[config.mk]
export PLATFORM = sky130hd
export DESIGN_NAME = demux8_buf_flat
export DESIGN_NICKNAME = d
export VERILOG_FILES = /design/src/rtl/demux8_buf_if.sv /design/src/rtl/demux8_buf.sv /design/src/flat_wrapper.sv
export SDC_FILE = /design/constraint.sdc
export NUM_CORES = 1
export LEC_CHECK = 0
export ABC_AREA = 1
export BUFFER_PORTS_ARGS = -buffer_cell sky130_fd_sc_hd__buf_2
export CORE_MARGIN = 8
export CORE_UTILIZATION = 41
export CTS_CLUSTER_SIZE = 14
export DETAILED_ROUTE_END_ITERATION = 16
export PLACE_DENSITY = 0.63
export SYNTH_ARGS = -nofsm -noshare
export SYNTH_HDL_FRONTEND = slang
export SYNTH_SLANG_ARGS = --single-unit
[constraint.sdc]
create_clock -name clk -period 3.41 [get_ports clk]
set_input_delay 0.341 -clock clk [delete_from_list [all_inputs] [get_ports clk]]
set_output_delay 0.341 -clock clk [all_outputs]
set_load 0.01 [all_outputs]
[src/rtl/demux8_buf_if.sv]
// rtl/demux8_buf_if.sv - handshake and channel bundle for the 1-to-8 buffered demux
interface demux8_buf_if #(
    parameter int WIDTH = 32
);
    logic [WIDTH-1:0] d;
    logic [2:0]       s;
    logic             in_valid;
    logic             in_ready;
    logic [WIDTH-1:0] y0;
    logic [WIDTH-1:0] y1;
    logic [WIDTH-1:0] y2;
    logic [WIDTH-1:0] y3;
    logic [WIDTH-1:0] y4;
    logic [WIDTH-1:0] y5;
    logic [WIDTH-1:0] y6;
    logic [WIDTH-1:0] y7;
    logic [7:0]       vld;
    logic [7:0]       ack;
    logic             busy;

    modport master (
        output d, s, in_valid, ack,
        input  in_ready, y0, y1, y2, y3, y4, y5, y6, y7, vld, busy
    );

    modport slave (
        input  d, s, in_valid, ack,
        output in_ready, y0, y1, y2, y3, y4, y5, y6, y7, vld, busy
    );
endinterface

[src/rtl/demux8_buf.sv]
// rtl/demux8_buf.sv - two-stage buffered 1-to-8 demultiplexer with per-channel consume strobes
module demux8_buf #(
    parameter int WIDTH = 32
) (
    input  logic        clk,
    input  logic        rst_n,
    demux8_buf_if.slave bus
);
    logic             s1_full;
    logic [2:0]       s1_sel;
    logic [WIDTH-1:0] s1_data;
    logic [WIDTH-1:0] y_q [8];
    logic [7:0]       vld_q;
    logic             dispatch;
    logic             take;

    // A channel can take the staged word if it is empty or being consumed this edge.
    assign dispatch     = s1_full & (~vld_q[s1_sel] | bus.ack[s1_sel]);
    assign bus.in_ready = ~rst_n | ~s1_full | dispatch;
    assign take         = bus.in_valid & bus.in_ready;
    assign bus.busy     = rst_n & (s1_full | (|vld_q));

    always_ff @(posedge clk) begin
        if (!rst_n) begin
            s1_full <= 1'b0;
            s1_sel  <= 3'd0;
            s1_data <= '0;
            vld_q   <= 8'h00;
            for (int k = 0; k < 8; k++) begin
                y_q[k] <= '0;
            end
        end else begin
            if (take) begin
                s1_full <= 1'b1;
                s1_sel  <= bus.s;
                s1_data <= bus.d;
            end else if (dispatch) begin
                s1_full <= 1'b0;
            end
            // A load into channel k wins over its own consume on the same edge.
            for (int k = 0; k < 8; k++) begin
                if (dispatch && (s1_sel == 3'(k))) begin
                    y_q[k]   <= s1_data;
                    vld_q[k] <= 1'b1;
                end else if (bus.ack[k] && vld_q[k]) begin
                    vld_q[k] <= 1'b0;
                end
            end
        end
    end

    assign bus.vld = vld_q;
    assign bus.y0  = y_q[0];
    assign bus.y1  = y_q[1];
    assign bus.y2  = y_q[2];
    assign bus.y3  = y_q[3];
    assign bus.y4  = y_q[4];
    assign bus.y5  = y_q[5];
    assign bus.y6  = y_q[6];
    assign bus.y7  = y_q[7];
endmodule

[src/flat_wrapper.sv]
// flat-port wrapper written by rule: the top's interface ports become plain ports
module demux8_buf_flat 
#(
    parameter int WIDTH = 32
)
  (clk, rst_n, bus_d, bus_s, bus_in_valid, bus_ack, bus_in_ready, bus_y0, bus_y1, bus_y2, bus_y3, bus_y4, bus_y5, bus_y6, bus_y7, bus_vld, bus_busy);
  demux8_buf_if #(.WIDTH(WIDTH)) bus_i ();
  input  logic clk;
  input  logic rst_n;
  input wire logic [$bits(bus_i.d)-1:0] bus_d;
  input wire logic [$bits(bus_i.s)-1:0] bus_s;
  input wire logic [$bits(bus_i.in_valid)-1:0] bus_in_valid;
  input wire logic [$bits(bus_i.ack)-1:0] bus_ack;
  output wire logic [$bits(bus_i.in_ready)-1:0] bus_in_ready;
  output wire logic [$bits(bus_i.y0)-1:0] bus_y0;
  output wire logic [$bits(bus_i.y1)-1:0] bus_y1;
  output wire logic [$bits(bus_i.y2)-1:0] bus_y2;
  output wire logic [$bits(bus_i.y3)-1:0] bus_y3;
  output wire logic [$bits(bus_i.y4)-1:0] bus_y4;
  output wire logic [$bits(bus_i.y5)-1:0] bus_y5;
  output wire logic [$bits(bus_i.y6)-1:0] bus_y6;
  output wire logic [$bits(bus_i.y7)-1:0] bus_y7;
  output wire logic [$bits(bus_i.vld)-1:0] bus_vld;
  output wire logic [$bits(bus_i.busy)-1:0] bus_busy;
  assign bus_i.d = bus_d;
  assign bus_i.s = bus_s;
  assign bus_i.in_valid = bus_in_valid;
  assign bus_i.ack = bus_ack;
  assign bus_in_ready = bus_i.in_ready;
  assign bus_y0 = bus_i.y0;
  assign bus_y1 = bus_i.y1;
  assign bus_y2 = bus_i.y2;
  assign bus_y3 = bus_i.y3;
  assign bus_y4 = bus_i.y4;
  assign bus_y5 = bus_i.y5;
  assign bus_y6 = bus_i.y6;
  assign bus_y7 = bus_i.y7;
  assign bus_vld = bus_i.vld;
  assign bus_busy = bus_i.busy;
  demux8_buf #(.WIDTH(WIDTH)) u_core (.clk(clk), .rst_n(rst_n), .bus(bus_i));
endmodule
==> impl_metrics.ini <==
[routing]
drc = 0
finalWirelength_um = 32110
dr.pass1.iters = 5
drtIter0Drc = 747
vias = 7614
avgRoutedWirePerCell_um = 20.70
vias_per_cell = 4.909
drt.antenna.violating_nets = 0

[pwr]
peakVddDrop_mv = 0.4272
p_leak_nw = 6.194
p_seq_share_pct = 53.3
power.share.clock_pct = 39.3
power_switching_share_pct = 23.25
switchingPower_mw = 1.846
intPower_mw = 6.094
power.density_nw_per_um2 = 573.9
combPwrFrac_pct = 7.3

[yosys]
netlist_area_um2 = 10930
synth_nets = 919
ys_seq_elements = 300
synthCells = 873
syn_avg_cell_area_um2 = 12.52
ys_types = 21
yosys_warnings = 0
synth-seq-area-share_pct = 78.42

[clock_tree]
cts_root_buffer = clkbuf_16
post_cts_buffers = 0
hold_buffers = 0
cts_htree_levels = 1
clk_pin_slew_ps = 60
cts_resized = 0
cts_sinks = 300
numCtsBuffers = 31
cts.path.max_buffers = 3
insertion_delay_ps = 560
cts_tree = yes

[floorplan]
io_pins = 312
core.rowCount = 59
core-area_um2 = 26130
dieWidth_um = 179.3
fp.dieArea_um2 = 32130
dieHeight_um = 179.3
initial_core_util_pct = 41.81

[grt]
grtUsageMet2_pct = 31.72
grt.total_usage_pct = 19.12
overflow = 0
use_met3_pct = 5.666
grt_pass1_vias = 7444
grt_antenna_before_repair = 2
met1_usage_pct = 24.10
grt_max_degree = 57
busiest_layer = met2
grt_pass1_wl_um = 45770

[setup_path]
critPathSlowestCell = dfxtp_1
critPathBufInv = 2
rrSetupSlack_ps = 860
critPathRequiredTime_ps = 3070
reg2reg_depth = 11
worstPathArrival_ps = 2360
end_kind = primary output
crit_fanout = 23
max_stage_delay_ps = 560
worstSetupPathType = reg2out
path_cells = inv_1 -> nand2_1 -> o21ai_0 -> nor2_1 -> nand2_1 -> nand2_2 -> nand2_2 -> buf_2
start_kind = register
r2r_start = u_core.s1_sel[1]
regToRegEndpoint = u_core.y_q[1][123]
crit_family = simple AND/OR/NAND/NOR gates

[run_status]
outcome = finished, final reports clean

[timing]
grt_setup_unrepaired = false
fmax_ghz = 0.3708
fin_setup_tns_ps = 0
min_period_ps = 2697
slew_violations = 0
finalSetupViolCount = 0
relSlewSlack_pct = 33.29
finalCritPeriodShare_pct = 79.09
hold_violations = 0
fin_worst_skew_ps = 9.918
tightestPinTransition_ps = 1001

[final_layout]
drive_gt1_share_pct = 32.10
fin_util_pct = 52.95
multi_input_area_um2 = 1862
area_growth_pct = 26.63
fillers = 2324
layout.nets = 1237
register_area_um2 = 8568

[worst_hold_path]
hold_path.startpoint = bus_ack[0]
holdPathStages = 4
min_to = u_core.bus.vld[0]
hold_path.class = in2reg

[place]
hpwl_um = 22610
portBuffers = 311
place.gp.congestion = 0.9125

[flow_run]
cap_violations = 0
[stage by stage]
stage	hold WS (ps)	instances	total power, mW	area, um^2	worst slack [ps]
6_report	70.76	1551	7.940	13840	712.9
5_1_grt	72.47	1551	8.212	13840	499.0
4_1_cts	53.03	1550	8.016	13830	722.6
3_5_place_dp	467.1	1493	4.908	12900	859.1
3_3_place_gp	459.0	1493	4.899	12900	948.2
2_1_floorplan	451.4	873	4.588	10930	969.3
[layout by cell type (no fill, tap or decap)]
master | netlist | layout
nor2_2 | 1 | 1
clkinv_2 | 0 | 4
bufinv_16 | 0 | 1
nor2_8 | 1 | 1
nand3_1 | 46 | 46
inv_2 | 1 | 1
nand2_1 | 106 | 98
clkinv_4 | 0 | 1
a31oi_1 | 1 | 1
nand4_1 | 1 | 1
clkbuf_16 | 0 | 31
inv_16 | 0 | 1
clkinv_1 | 0 | 8
nand3_2 | 1 | 1
nor4_1 | 2 | 2
inv_1 | 81 | 81
buf_2 | 26 | 310
buf_12 | 0 | 3
edfxtp_1 | 256 | 256
buf_4 | 2 | 17
clkbuf_1 | 10 | 8
nand3b_1 | 1 | 1
a21oi_1 | 42 | 42
diode_2 | 0 | 1
dfxtp_1 | 44 | 44
o21ai_0 | 1 | 1
inv_6 | 0 | 1
nor2_1 | 236 | 236
clkinvlp_4 | 0 | 2
nand2_2 | 7 | 15
[worst reg2reg max path: cells and delay by family, from the launching register on]
kind	cells	cell delay, ps
buf+inv	3	600
flops	1	540
simple gates	8	1090
[cell type report]
cell class / instances / area share (%)
multi-input cells: 446 / 13.46
clock buffers: 39 / 5.823
clock inverters: 18 / 0.9585
inverters: 82 / 2.224
diodes: 1 / 0.01808
repair buffers: 330 / 12.57
well taps: 335 / 3.029
flip-flops and latches: 300 / 61.92
[routing by layer]
metal  part of all wire, %  wire length, um
met1                    40            12840
met2                    47            15200
met5                 0.031               10
met4                   2.2              697
met3                    10             3357
[synth_stat cells]
master	number	area [um^2]
nor2_8	1	20.02
o21ai_0	1	5.000
nand4_1	1	6.260
edfxtp_1	256	7687
dfxtp_1	44	880.8
nand3_1	46	230.2
nor4_1	2	12.51
buf_1	7	26.28
nor2_1	236	885.9
clkbuf_1	10	37.54
inv_1	81	304.0
a31oi_1	1	6.260
inv_2	1	3.750
buf_4	2	15.01
a21oi_1	42	210.2
nand2_2	7	43.79
nand3b_1	1	7.510
buf_2	26	130.1
nand3_2	1	10.01
nand2_1	106	397.9
nor2_2	1	6.260
[worst max-delay path by stage]
stage,from,end,cells past startpoint
4_1_cts,u_core.s1_sel[0],bus_in_ready,8
2_1_floorplan,u_core.s1_sel[1],u_core.y_q[1][32],10
6_report,u_core.s1_sel[0],bus_in_ready,8
3_3_place_gp,u_core.s1_sel[1],u_core.y_q[1][121],11
3_5_place_dp,u_core.s1_sel[1],u_core.y_q[1][126],11
5_1_grt,u_core.s1_sel[0],bus_in_ready,8
[cell families (layout without fill, tap and decap cells)]
family,Yosys count,in the layout,synth area share (%)
AND/OR/NAND/NOR,402,402,14.83
flip-flops,300,300,78.42
AO/OA/AOI/OAI,44,44,2.027
other,0,1,0
buffers and inverters,127,469,4.729
[power groups by stage]
stage | Sequential (mW) | Combinational [mW] | Clock (mW)
floorplan | 4.37 | 0.216 | 0
global placement | 4.31 | 0.588 | 0
detailed placement | 4.31 | 0.596 | 0
CTS | 4.24 | 0.597 | 3.18
global route | 4.25 | 0.638 | 3.32
finish | 4.23 | 0.582 | 3.12
[flip-flops by register name, indices dropped and copies added (netlist names)]
name            count
u_core.s1_data     32
u_core.s1_sel       3
u_core.y_q        256
u_core.bus.vld      8
u_core.s1_full      1
Power figures use the tool's default switching activity.
